## config.mk

```make
export PLATFORM = sky130hd
export DESIGN_NAME = mul_share_arb_flat
export DESIGN_NICKNAME = d
export VERILOG_FILES = /design/src/rtl/mul_share_arb_if.sv /design/src/rtl/mul_share_arb.sv /design/src/flat_wrapper.sv
export SDC_FILE = /design/constraint.sdc
export NUM_CORES = 1
export LEC_CHECK = 0
export CORE_MARGIN = 5
export CORE_UTILIZATION = 30
export CTS_CLUSTER_DIAMETER = 120
export DETAILED_ROUTE_END_ITERATION = 10
export GPL_ROUTABILITY_DRIVEN = 0
export GPL_TIMING_DRIVEN = 0
export HOLD_SLACK_MARGIN = 0.03
export PLACE_DENSITY = 0.52
export SKIP_CTS_REPAIR_TIMING = 1
export SLEW_MARGIN = 20
export SYNTH_ARGS = -nofsm -noshare
export SYNTH_HDL_FRONTEND = slang
export SYNTH_SLANG_ARGS = --single-unit
```

## constraint.sdc

```tcl
create_clock -name clock -period 11.6 [get_ports clock]
set_input_delay 2.9 -clock clock [delete_from_list [all_inputs] [get_ports clock]]
set_output_delay 2.9 -clock clock [all_outputs]
set_load 0.01 [all_outputs]
```

## src/rtl/mul_share_arb_if.sv

```systemverilog
// Handshake bundle for mul_share_arb: two request channels,
// two response channels, plus busy and ops_done status.
interface mul_share_arb_if #(
  parameter int BIT = 8
);
  logic           req0_valid;
  logic           req0_ready;
  logic [BIT-1:0] req0_a;
  logic [BIT-1:0] req0_b;
  logic           req1_valid;
  logic           req1_ready;
  logic [BIT-1:0] req1_a;
  logic [BIT-1:0] req1_b;

  logic             rsp0_valid;
  logic             rsp0_ready;
  logic [2*BIT-1:0] rsp0_data;
  logic             rsp1_valid;
  logic             rsp1_ready;
  logic [2*BIT-1:0] rsp1_data;

  logic        busy;
  logic [15:0] ops_done;

  modport master (
    output req0_valid, req0_a, req0_b,
    input  req0_ready,
    output req1_valid, req1_a, req1_b,
    input  req1_ready,
    input  rsp0_valid, rsp0_data,
    output rsp0_ready,
    input  rsp1_valid, rsp1_data,
    output rsp1_ready,
    input  busy, ops_done
  );

  modport slave (
    input  req0_valid, req0_a, req0_b,
    output req0_ready,
    input  req1_valid, req1_a, req1_b,
    output req1_ready,
    output rsp0_valid, rsp0_data,
    input  rsp0_ready,
    output rsp1_valid, rsp1_data,
    input  rsp1_ready,
    output busy, ops_done
  );
endinterface

```

## src/rtl/mul_share_arb.sv

```systemverilog
// Two-channel round-robin front end sharing one 8x8 multiplier.
// Ports: clock, rst_n (async low), bus (mul_share_arb_if.slave).
module mul_share_arb #(
  parameter int BIT = 8
) (
  input logic           clock,
  input logic           rst_n,
  mul_share_arb_if.slave bus
);
  logic             s1_valid;
  logic             s1_tag;
  logic [BIT-1:0]   s1_a;
  logic [BIT-1:0]   s1_b;
  logic             rsp0_valid;
  logic             rsp1_valid;
  logic [2*BIT-1:0] rsp0_data;
  logic [2*BIT-1:0] rsp1_data;
  logic [2*BIT-1:0] prod;
  logic             last_grant;
  logic [15:0]      ops_done;

  logic hs0, hs1;
  logic elig0, elig1;
  logic grant0, grant1;

  DADDA_8x8_42 u_mul (
    .a (s1_a),
    .b (s1_b),
    .p (prod)
  );

  // A channel may issue only if its response slot will be
  // free when the product lands, and it is not already in S1.
  always_comb begin
    hs0   = rsp0_valid & bus.rsp0_ready;
    hs1   = rsp1_valid & bus.rsp1_ready;
    elig0 = bus.req0_valid
          & ~(s1_valid & ~s1_tag)
          & (~rsp0_valid | hs0);
    elig1 = bus.req1_valid
          & ~(s1_valid & s1_tag)
          & (~rsp1_valid | hs1);
    grant0 = rst_n & elig0
           & (~elig1 | last_grant);
    grant1 = rst_n & elig1
           & (~elig0 | ~last_grant);
  end

  always_ff @(posedge clock or negedge rst_n) begin
    if (!rst_n) begin
      s1_valid   <= 1'b0;
      s1_tag     <= 1'b0;
      s1_a       <= '0;
      s1_b       <= '0;
      rsp0_valid <= 1'b0;
      rsp1_valid <= 1'b0;
      rsp0_data  <= '0;
      rsp1_data  <= '0;
      last_grant <= 1'b1;
      ops_done   <= '0;
    end else begin
      s1_valid <= grant0 | grant1;
      if (grant0 | grant1) begin
        s1_tag     <= grant1;
        s1_a       <= grant1 ? bus.req1_a : bus.req0_a;
        s1_b       <= grant1 ? bus.req1_b : bus.req0_b;
        last_grant <= grant1;
      end
      // A landing product wins over a same-edge drain.
      if (s1_valid && !s1_tag) begin
        rsp0_valid <= 1'b1;
        rsp0_data  <= prod;
      end else if (hs0) begin
        rsp0_valid <= 1'b0;
      end
      if (s1_valid && s1_tag) begin
        rsp1_valid <= 1'b1;
        rsp1_data  <= prod;
      end else if (hs1) begin
        rsp1_valid <= 1'b0;
      end
      ops_done <= ops_done + 16'(hs0) + 16'(hs1);
    end
  end

  assign bus.req0_ready = grant0;
  assign bus.req1_ready = grant1;
  assign bus.rsp0_valid = rsp0_valid;
  assign bus.rsp1_valid = rsp1_valid;
  assign bus.rsp0_data  = rsp0_data;
  assign bus.rsp1_data  = rsp1_data;
  assign bus.busy       = s1_valid | rsp0_valid | rsp1_valid;
  assign bus.ops_done   = ops_done;
endmodule

// Unsigned 8x8 multiplier core: partial-product accumulation,
// exact 16-bit result.
module DADDA_8x8_42 (
  input  logic [7:0]  a,
  input  logic [7:0]  b,
  output logic [15:0] p
);
  always_comb begin
    p = '0;
    for (int i = 0; i < 8; i++) begin
      if (b[i]) p = p + ({8'h00, a} << i);
    end
  end
endmodule

```

## src/flat_wrapper.sv

```systemverilog
// flat-port wrapper written by rule: the top's interface ports become plain ports
module mul_share_arb_flat 
#(
  parameter int BIT = 8
)
  (clock, rst_n, bus_req0_valid, bus_req0_a, bus_req0_b, bus_req0_ready, bus_req1_valid, bus_req1_a, bus_req1_b, bus_req1_ready, bus_rsp0_valid, bus_rsp0_data, bus_rsp0_ready, bus_rsp1_valid, bus_rsp1_data, bus_rsp1_ready, bus_busy, bus_ops_done);
  mul_share_arb_if #(.BIT(BIT)) bus_i ();
  input logic clock;
  input logic rst_n;
  input wire logic [$bits(bus_i.req0_valid)-1:0] bus_req0_valid;
  input wire logic [$bits(bus_i.req0_a)-1:0] bus_req0_a;
  input wire logic [$bits(bus_i.req0_b)-1:0] bus_req0_b;
  output wire logic [$bits(bus_i.req0_ready)-1:0] bus_req0_ready;
  input wire logic [$bits(bus_i.req1_valid)-1:0] bus_req1_valid;
  input wire logic [$bits(bus_i.req1_a)-1:0] bus_req1_a;
  input wire logic [$bits(bus_i.req1_b)-1:0] bus_req1_b;
  output wire logic [$bits(bus_i.req1_ready)-1:0] bus_req1_ready;
  output wire logic [$bits(bus_i.rsp0_valid)-1:0] bus_rsp0_valid;
  output wire logic [$bits(bus_i.rsp0_data)-1:0] bus_rsp0_data;
  input wire logic [$bits(bus_i.rsp0_ready)-1:0] bus_rsp0_ready;
  output wire logic [$bits(bus_i.rsp1_valid)-1:0] bus_rsp1_valid;
  output wire logic [$bits(bus_i.rsp1_data)-1:0] bus_rsp1_data;
  input wire logic [$bits(bus_i.rsp1_ready)-1:0] bus_rsp1_ready;
  output wire logic [$bits(bus_i.busy)-1:0] bus_busy;
  output wire logic [$bits(bus_i.ops_done)-1:0] bus_ops_done;
  assign bus_i.req0_valid = bus_req0_valid;
  assign bus_i.req0_a = bus_req0_a;
  assign bus_i.req0_b = bus_req0_b;
  assign bus_req0_ready = bus_i.req0_ready;
  assign bus_i.req1_valid = bus_req1_valid;
  assign bus_i.req1_a = bus_req1_a;
  assign bus_i.req1_b = bus_req1_b;
  assign bus_req1_ready = bus_i.req1_ready;
  assign bus_rsp0_valid = bus_i.rsp0_valid;
  assign bus_rsp0_data = bus_i.rsp0_data;
  assign bus_i.rsp0_ready = bus_rsp0_ready;
  assign bus_rsp1_valid = bus_i.rsp1_valid;
  assign bus_rsp1_data = bus_i.rsp1_data;
  assign bus_i.rsp1_ready = bus_rsp1_ready;
  assign bus_busy = bus_i.busy;
  assign bus_ops_done = bus_i.ops_done;
  mul_share_arb #(.BIT(BIT)) u_core (.clock(clock), .rst_n(rst_n), .bus(bus_i));
endmodule
```

* Word level (Yosys, flattened, before mapping)
Index checks and enable logic that the tools add are counted.
** Operators by class
- Multiplexer cells :: 14
- Add/sub/neg operators :: 9
- Reductions and logical operators :: 5
- Bitwise logic cells :: 27
** Operators with widths (count)
- 2-to-1 mux 16 bit :: 7
- adder 16 x 1 -> 16 bit :: 2
- 2-to-1 mux 8 bit :: 3
- adder 16 x 10 -> 16 bit :: 1
- adder 16 x 11 -> 16 bit :: 1
- adder 16 x 12 -> 16 bit :: 1
- adder 16 x 13 -> 16 bit :: 1
- adder 16 x 14 -> 16 bit :: 1
- adder 16 x 15 -> 16 bit :: 1
- adder 16 x 9 -> 16 bit :: 1
- bitwise AND 1 bit :: 12
- inverter 1 bit :: 8
- bitwise OR 1 bit :: 7
- 2-to-1 mux 1 bit :: 4
- nonzero test 2 bit :: 2
- logical AND 1 bit :: 2
- logical NOT 1 bit :: 1
** Word-level totals
- Word-level logic and storage cells :: 65
- Output and inout port bits :: 53
- Input port bits :: 38
- Flip-flop bits (word level) :: 69

* Logic depth before layout (Yosys ltp)
Gate-level depths: netlist of run 1.
- Depth after elaboration :: 15
- Depth in mapped cells :: 50
- Depth with buffers taken out :: 49

* Cells and area by module
From an unflattened synthesis of run 1, not the netlist that was laid out.
** Second synthesis, totals
- Cells, all modules :: 677
- Area, all modules :: 6167.2 um^2
** Modules (own cells, without submodules)
- DADDA_8x8_42 :: seq. area each 0.0 um^2, area each 3258.1 um^2, instances 1, cells an instance 445
- mul_share_arb :: seq. area each 1727.9 um^2, area each 2909.0 um^2, instances 1, cells an instance 232

* Worst setup path after synthesis of run 1
No wires, ideal clock.
- Kind :: register -> register
- Start :: reg u_core.s1_a[1]
- End :: reg u_core.rsp0_data[14], in the netlist u_core.bus.rsp0_data[14]
- Buffers on the path :: 0
- Data arrival time :: 8.576 ns
- Stages on the path, launching flop included :: 44
- Library setup time :: 0.082 ns
- Slack :: 2.942 ns
- Data required time :: 11.518 ns
- Period minus slack after synthesis :: 8.658 ns
- Path through :: dfrtp_1 and2_1 ha_1 inv_1 fa_1 nand2b_1 a21oi_2 nor3_1 o31ai_1 ha_1 a221oi_2 mux2_2 o21ai_0 ha_1 a21o_1 xor2_1 mux2_2 ha_1 [8 not listed] o21bai_1 a21oi_1 xor2_1 a22oi_1 o31ai_1 inv_1 ha_1 nor3_1 nor2_1 o41ai_1 mux2_2 a311o_1 ha_1 a21o_1 a31oi_1 xnor2_1 nand2_1 a31oi_1
** Between the ends
- Word-level cells in the longest chain between the ends :: 15
** Ends and longest elaborated chain
- start, declared :: line mul_share_arb.sv:12 : logic [BIT-1:0] s1_a;
- start signal, assigned :: line mul_share_arb.sv:65 : s1_a <= grant1 ? bus.req1_a : bus.req0_a;
- 2-to-1 mux 8 bit :: line mul_share_arb.sv:106 : if (b[i]) p = p + ({8'h00, a} << i);
- adder 16 x 9 -> 16 bit :: line mul_share_arb.sv:106
- 2-to-1 mux 16 bit :: line mul_share_arb.sv:106
- adder 16 x 10 -> 16 bit :: line mul_share_arb.sv:106
- 2-to-1 mux 16 bit :: line mul_share_arb.sv:106
- adder 16 x 11 -> 16 bit :: line mul_share_arb.sv:106
- 2-to-1 mux 16 bit :: line mul_share_arb.sv:106
- adder 16 x 12 -> 16 bit :: line mul_share_arb.sv:106
- 2-to-1 mux 16 bit :: line mul_share_arb.sv:106
- adder 16 x 13 -> 16 bit :: line mul_share_arb.sv:106
- 2-to-1 mux 16 bit :: line mul_share_arb.sv:106
- adder 16 x 14 -> 16 bit :: line mul_share_arb.sv:106
- 2-to-1 mux 16 bit :: line mul_share_arb.sv:106
- adder 16 x 15 -> 16 bit :: line mul_share_arb.sv:106
- 2-to-1 mux 16 bit (*) :: line mul_share_arb.sv:106
- end signal, assigned :: line mul_share_arb.sv:72 : rsp0_data <= prod;
- end, declared :: line mul_share_arb.sv:16 : logic [2*BIT-1:0] rsp0_data;
Every way passes the cells marked *; elsewhere a longest branch is shown, timed or not.
A chain may end at the register's enable or synchronous reset.

* Final worst setup path of run 1
- Start :: reg u_core.s1_a[1]
- End :: reg u_core.rsp0_data[15], in the netlist u_core.bus.rsp0_data[15]
Same word-level chain as after synthesis.

==> results of run 1 <==
-- metrics by stage --
step	instances	util [%]	area, um^2	setup WS (ns)
3_3_place_gp	1075	36.9	7210	0.942
6_report	1092	38.8	7580	1.11
4_1_cts	1092	38.8	7580	1.09
2_1_floorplan	720	-	5980	2.94
5_1_grt	1092	38.8	7580	0.182
3_5_place_dp	1076	37.0	7230	1.18
-- worst max-delay path by stage --
stage,end,slack (ns)
2_1_floorplan,u_core.bus.rsp0_data[14],2.94
3_3_place_gp,bus_req1_ready,0.94
3_5_place_dp,u_core.bus.rsp1_data[15],1.18
4_1_cts,u_core.bus.rsp0_data[15],1.09
5_1_grt,u_core.bus.rsp0_data[15],0.18
6_report,u_core.bus.rsp0_data[15],1.11
-- worst register-to-register path, delay by kind of cell, from the launching register on --
family	cells	cell delay [ns]
AO/OA/AOI/OAI	25	5.37
AND/OR/NAND/NOR	7	0.83
flip-flops	1	0.64
XOR/XNOR	1	0.18
adder cells (fa/ha/maj)	7	2.60
buffers and inverters	3	0.53
multiplexers	1	0.23
-- synth_stat cells (10+ instances only) --
master    count  area, um^2
ha_1         62         776
nor3_1       11        55.1
a21oi_1      47         235
a31oi_1      27         169
o21a_1       13        97.6
nand2_1     102         383
dfrtp_1      68        1700
clkbuf_1     22        82.6
nor2_1       63         236
xnor2_1      28         245
a21o_1       12        90.1
nand3_1      11        55.1
a211oi_1     11        82.6
nand2b_1     14        87.6
inv_1        40         150
xor2_1       18         158
o21ai_0      37         185
mux2_2       10         113
-- sequential cells by signal, indices dropped and copies added (netlist names), 8 cells and up --
register	flops
u_core.s1_a	8
u_core.bus.rsp0_data	16
u_core.bus.ops_done	16
u_core.bus.rsp1_data	16
u_core.s1_b	8
-- logic make-up (layout without fill, tap and decap cells) --
logic type | after synthesis | in the layout
muxes | 18 | 18
adders and majority gates | 70 | 70
and+or+nand+nor | 237 | 237
AOI/OAI and AO/OA | 211 | 211
xor gates and xnor gates | 46 | 46
buffers and inverters | 69 | 176
DFF | 69 | 69
-- metal layers --
| metal | track usage, % | vias up |
|---|---|---|
| li1 | - | 2779 |
| met1 | 22.1 | 2644 |
| met2 | 27.1 | 116 |
| met3 | 3.02 | 13 |
| met4 | 3.58 | 0 |
| met5 | 0 | - |
-- cell type report --
class | count | area (um^2) | area share (%)
plain buffers | 26 | 101 | 1.34
clock buffers | 9 | 225 | 2.97
clock inverters | 7 | 128 | 1.68
inverters | 43 | 161 | 2.13
multi-input cells | 582 | 3990 | 52.6
flip-flops and latches | 69 | 1730 | 22.8
well taps | 265 | 332 | 4.37
repair buffers | 91 | 918 | 12.1
==> results.md, run 1 <==
- Slowest stage cell, crit path: dfrtp_1
- RSZ-0062 raised after global routing: no
- GRT overflow: 0
- Worst clock skew: slightly below 0.007 ns
- Met1 WL: 8.44 mm
- Number of flops mapped to enable cells by yosys: 0
- Distinct cell type count after synthesis: 63
- Tightest Pin Transition: approximately 0.78 ns
- Syn_area_per_cell: 8.31 um^2
- Buffers on Ports: 90
- CP Max Fanout: 11
- Final hold violations: 0
- Final hold slack: ~0.47 ns
- Rel. slew slack: 47.8%
- WHS Path Cells: 2
- Die outline width: approximately 150 um
- Gr usage total: between 15 and 20%
- Worst path max stage delay: roughly 0.64 ns
- Post-synth net total: 828
- Via Count: between 5,000 and 6,000
- Yosys Warn Count: 0
- Share of cells above drive strength 1: around 5.0%
- Reg2Reg Depth: 44
- Hold EP: u_core.last_grant
- Max-Cap Viols: 0
- Worst path depth: 44
- Synth Area in Compound Gates: 23.4%
- Top delay family on crit path: compound AO/OA/AOI/OAI gates
- Mux share of post-synthesis cell area: around 3.2%
- CTS Root Cell: clkbuf_16
- Simple-gate portion of the synthesized area: ~18%
- Minimum clock period: between 10 and 15 ns
- Yosys reg bits: 69
- Most frequent cells in the layout: nand2_1 (102), clkdlybuf4s50_1 (89), dfrtp_1 (68), nor2_1 (63), ha_1 (62)
- Avg Vias per Cell: approximately 5.1
- Initial antenna violation count: 0
- Critical Path Start: u_core.s1_a[1]
- DR top layer: met4
- Final-report setup violation count: 0
- R2r startpoint: u_core.s1_a[1]
- Area of the die: ~23,000 um^2
- Layout Nets: 930
- Largest net degree at the start of global routing: 43
- Crit Reg-Reg Endpoint: u_core.bus.rsp0_data[15]
- Deepest clock path buffer count: 2
- Buf/Inv on CP: 3
- Worst min-delay path category: reg2reg
- CTS sink count: between 60 and 70
- CTS tree: built
- Ports: 91
- Hold path startpoint: u_core.last_grant
- Vias in the first global route: about 5,400
- CP required: approximately 12 ns
- WL met2: 8.61 mm
- Drt first pass iters: 5
- CP Class: reg2reg
- Final ANT Viol Nets: 0
- Clock-pin slew on the worst setup and hold paths: ~0.060 ns
- TritonCTS Buffers: 9
- Clk Latency, worst-skew pair: 0.33 ns
- Core Region: 19,500 um^2
- Highest clock rate: between 90 and 100 MHz
- Final Max Tran Viols: 0
- Adder-Cell Fraction of Synth Area: 15.6%
- Startpoint types: register
- First-pass GRT wire length: approximately 29 mm
- Final WL: between 15 and 20 mm
- DR iter-0 viols: ~240
- Largest family of logic cells by synthesized area: compound AO/OA/AOI/OAI gates
- Seq/Total Area, Yosys: ~29%
- Rows: around 50
- Async SR Flop Fraction: between 90% and 100%
- Fin crit share: roughly nine tenths
- DRC Markers: 0
- Crit end category: register
- Post-synthesis cell area: approximately 6000 um^2
- Area delta synth->final: 26.8%
- DIE HEIGHT: around 150 um
- Gate Count Post-Synth: a little over 700
- WP data arrival: about 11 ns
- Most used cell, CP: o21ai_0
- Post-DP HPWL: approximately 14 mm
- Prevailing post-synth register cell: dfrtp_1
- Diodes inserted: 0
- Routed wire per std cell: about 17 um
- Reg2reg setup slack: 1.11 ns
- Initial Utilization: between 30 and 40%
- Commonest non-fill, non-tap cell in the layout: nand2_1
- Number of H-tree levels: 3
- Setup_tns: 0 ns
- Outcome: finished clean
- Xor/xnor share of the synthesized area: 6.73%
- Fillers: just over 2,000
- WL met3: 990 um
Power of run 1 is not shown: default switching activity piles up to over one toggle a cycle in this logic, so the estimate is an artifact.
==> run 2, diff against run 1 <==
==> constraint.sdc (replaced) <==
create_clock -name clock -period 11.6 [get_ports clock]
set_input_delay 1.74 -clock clock [delete_from_list [all_inputs] [get_ports clock]]
set_output_delay 1.74 -clock clock [all_outputs]
set_load 0.01 [all_outputs]
==> results of run 2 <==
The final DEF is identical to that of run 1. Status: finished clean.
Power of run 2 is left out for the same reason.
==> run 3, diff against run 2 <==
CTS_CLUSTER_SIZE = 25   (was unset)
==> results of run 3 <==
The final DEF is identical to that of run 1. Status: finished clean.
Power of run 3 is left out for the same reason.
==> RTL change (flow settings as in run 1) <==
Reset style: synchronous (`rst_n`), changed in one clocked block. Comments in the files are not updated.
--- a/src/rtl/mul_share_arb.sv
+++ b/src/rtl/mul_share_arb.sv
@@ -48,3 +48,3 @@
 
-  always_ff @(posedge clock or negedge rst_n) begin
+  always_ff @(posedge clock) begin
     if (!rst_n) begin
Behaviour: not the same (Yosys sat finds a counterexample within 4 cycles, from zero or initial values and one cycle with rst_n low; the reset may be asserted at any time).
==> RTL change against run 1 <==
Cell area shrank 2.4%; routed wire length shrank 0.59%; worst setup slack gained 0.89 ns; synthesized area shrank 2.2%; synthesized cell count grew 0.83%; core utilization shrank 0.55 points; sequential cell count is the same.
Power is left out: it rests on default switching activity, and per cell area and clock period it moved more than threefold.
==> RTL change: results <==
# TYPE chip_impl_metric gauge
chip_impl_info{name="outcome",value="finished clean"} 1
chip_impl_metric{name="gr-usage-met1",unit="%"} 23.2
chip_impl_metric{name="via_count_of_the_first_global_routing_pass",unit=""} 5418
chip_impl_metric{name="routedLengthMet1",unit="mm"} 8.95
chip_impl_metric{name="layout.nets",unit=""} 935
chip_impl_metric{name="share_of_post_route_cells_with_drive_strength_above_1",unit="%"} 4.57
chip_impl_metric{name="grt_util_met2",unit="%"} 26.4
chip_impl_metric{name="grt.total_usage",unit="%"} 16.3
chip_impl_metric{name="muxShareOfSynthArea",unit="%"} 5.16
chip_impl_metric{name="use_met3",unit="%"} 2.79
chip_impl_metric{name="fin_skew",unit="ns"} 0.00824
chip_impl_info{name="timing.critical_path.from",value="u_core.s1_a[1]"} 1
chip_impl_metric{name="final.fill_count",unit=""} 2062
chip_impl_metric{name="avgRoutedWirePerCell",unit="um"} 16.5
chip_impl_metric{name="r2r_setup_slack",unit="ns"} 2.00
chip_impl_info{name="crit_path_end",value="u_core.bus.rsp0_data[14]"} 1
chip_impl_metric{name="dpl_cell_area",unit="um2"} 7080
chip_impl_metric{name="crit_path_dat",unit="ns"} 9.78
chip_impl_info{name="min_to",value="u_core.bus.rsp1_data[0]"} 1
chip_impl_metric{name="detailroute.wirelength.met2",unit="mm"} 8.15
chip_impl_info{name="ys_top_cells_by_count",value="69 x sky130_fd_sc_hd__dfxtp_1, 69 x sky130_fd_sc_hd__nor2_1, 62 x sky130_fd_sc_hd__ha_1"} 1
chip_impl_metric{name="place_hpwl",unit="mm"} 14.2
chip_impl_metric{name="routed-wl-met3",unit="um"} 834
chip_impl_info{name="hold_start",value="u_core.bus.rsp1_data[0]"} 1
chip_impl_metric{name="routed-via-count",unit=""} 5513
chip_impl_metric{name="hold_slack",unit="ns"} 0.456
chip_impl_metric{name="dr.first_iter.drc_count",unit=""} 221
[RTL change: changes by cell type after synthesis, sizes merged, moves of 7 or more]
cell    change
nor2        +7
nand3       +7
dfrtp      -68
nand2b      -7
dfxtp      +69
o211ai      -7
clkbuf     +11
nand2      -43
a211oi     +15
o221ai     -10
a31oi      -17
mux2i      +15
[RTL change: layout make-up]
class / count / area, um2 / area share, %
clock buffer: 9 / 225 / 3.04
timing repair buffer: 90 / 901 / 12.2
multi-input combinational: 576 / 4160 / 56.2
tap: 265 / 332 / 4.48
sequential: 69 / 1380 / 18.7
inverter: 46 / 173 / 2.33
buffer: 35 / 136 / 1.84
clock inverter: 7 / 97.6 / 1.32
[RTL change: stage by stage]
stage,std cells,utilization (%),setup slack [ns]
after floorplan,726,-,3.31
after global placement,1081,36.6,2.02
after detailed placement,1081,36.6,1.96
after CTS,1097,38.3,1.93
after global routing,1097,38.3,1.04
final,1097,38.3,2.00
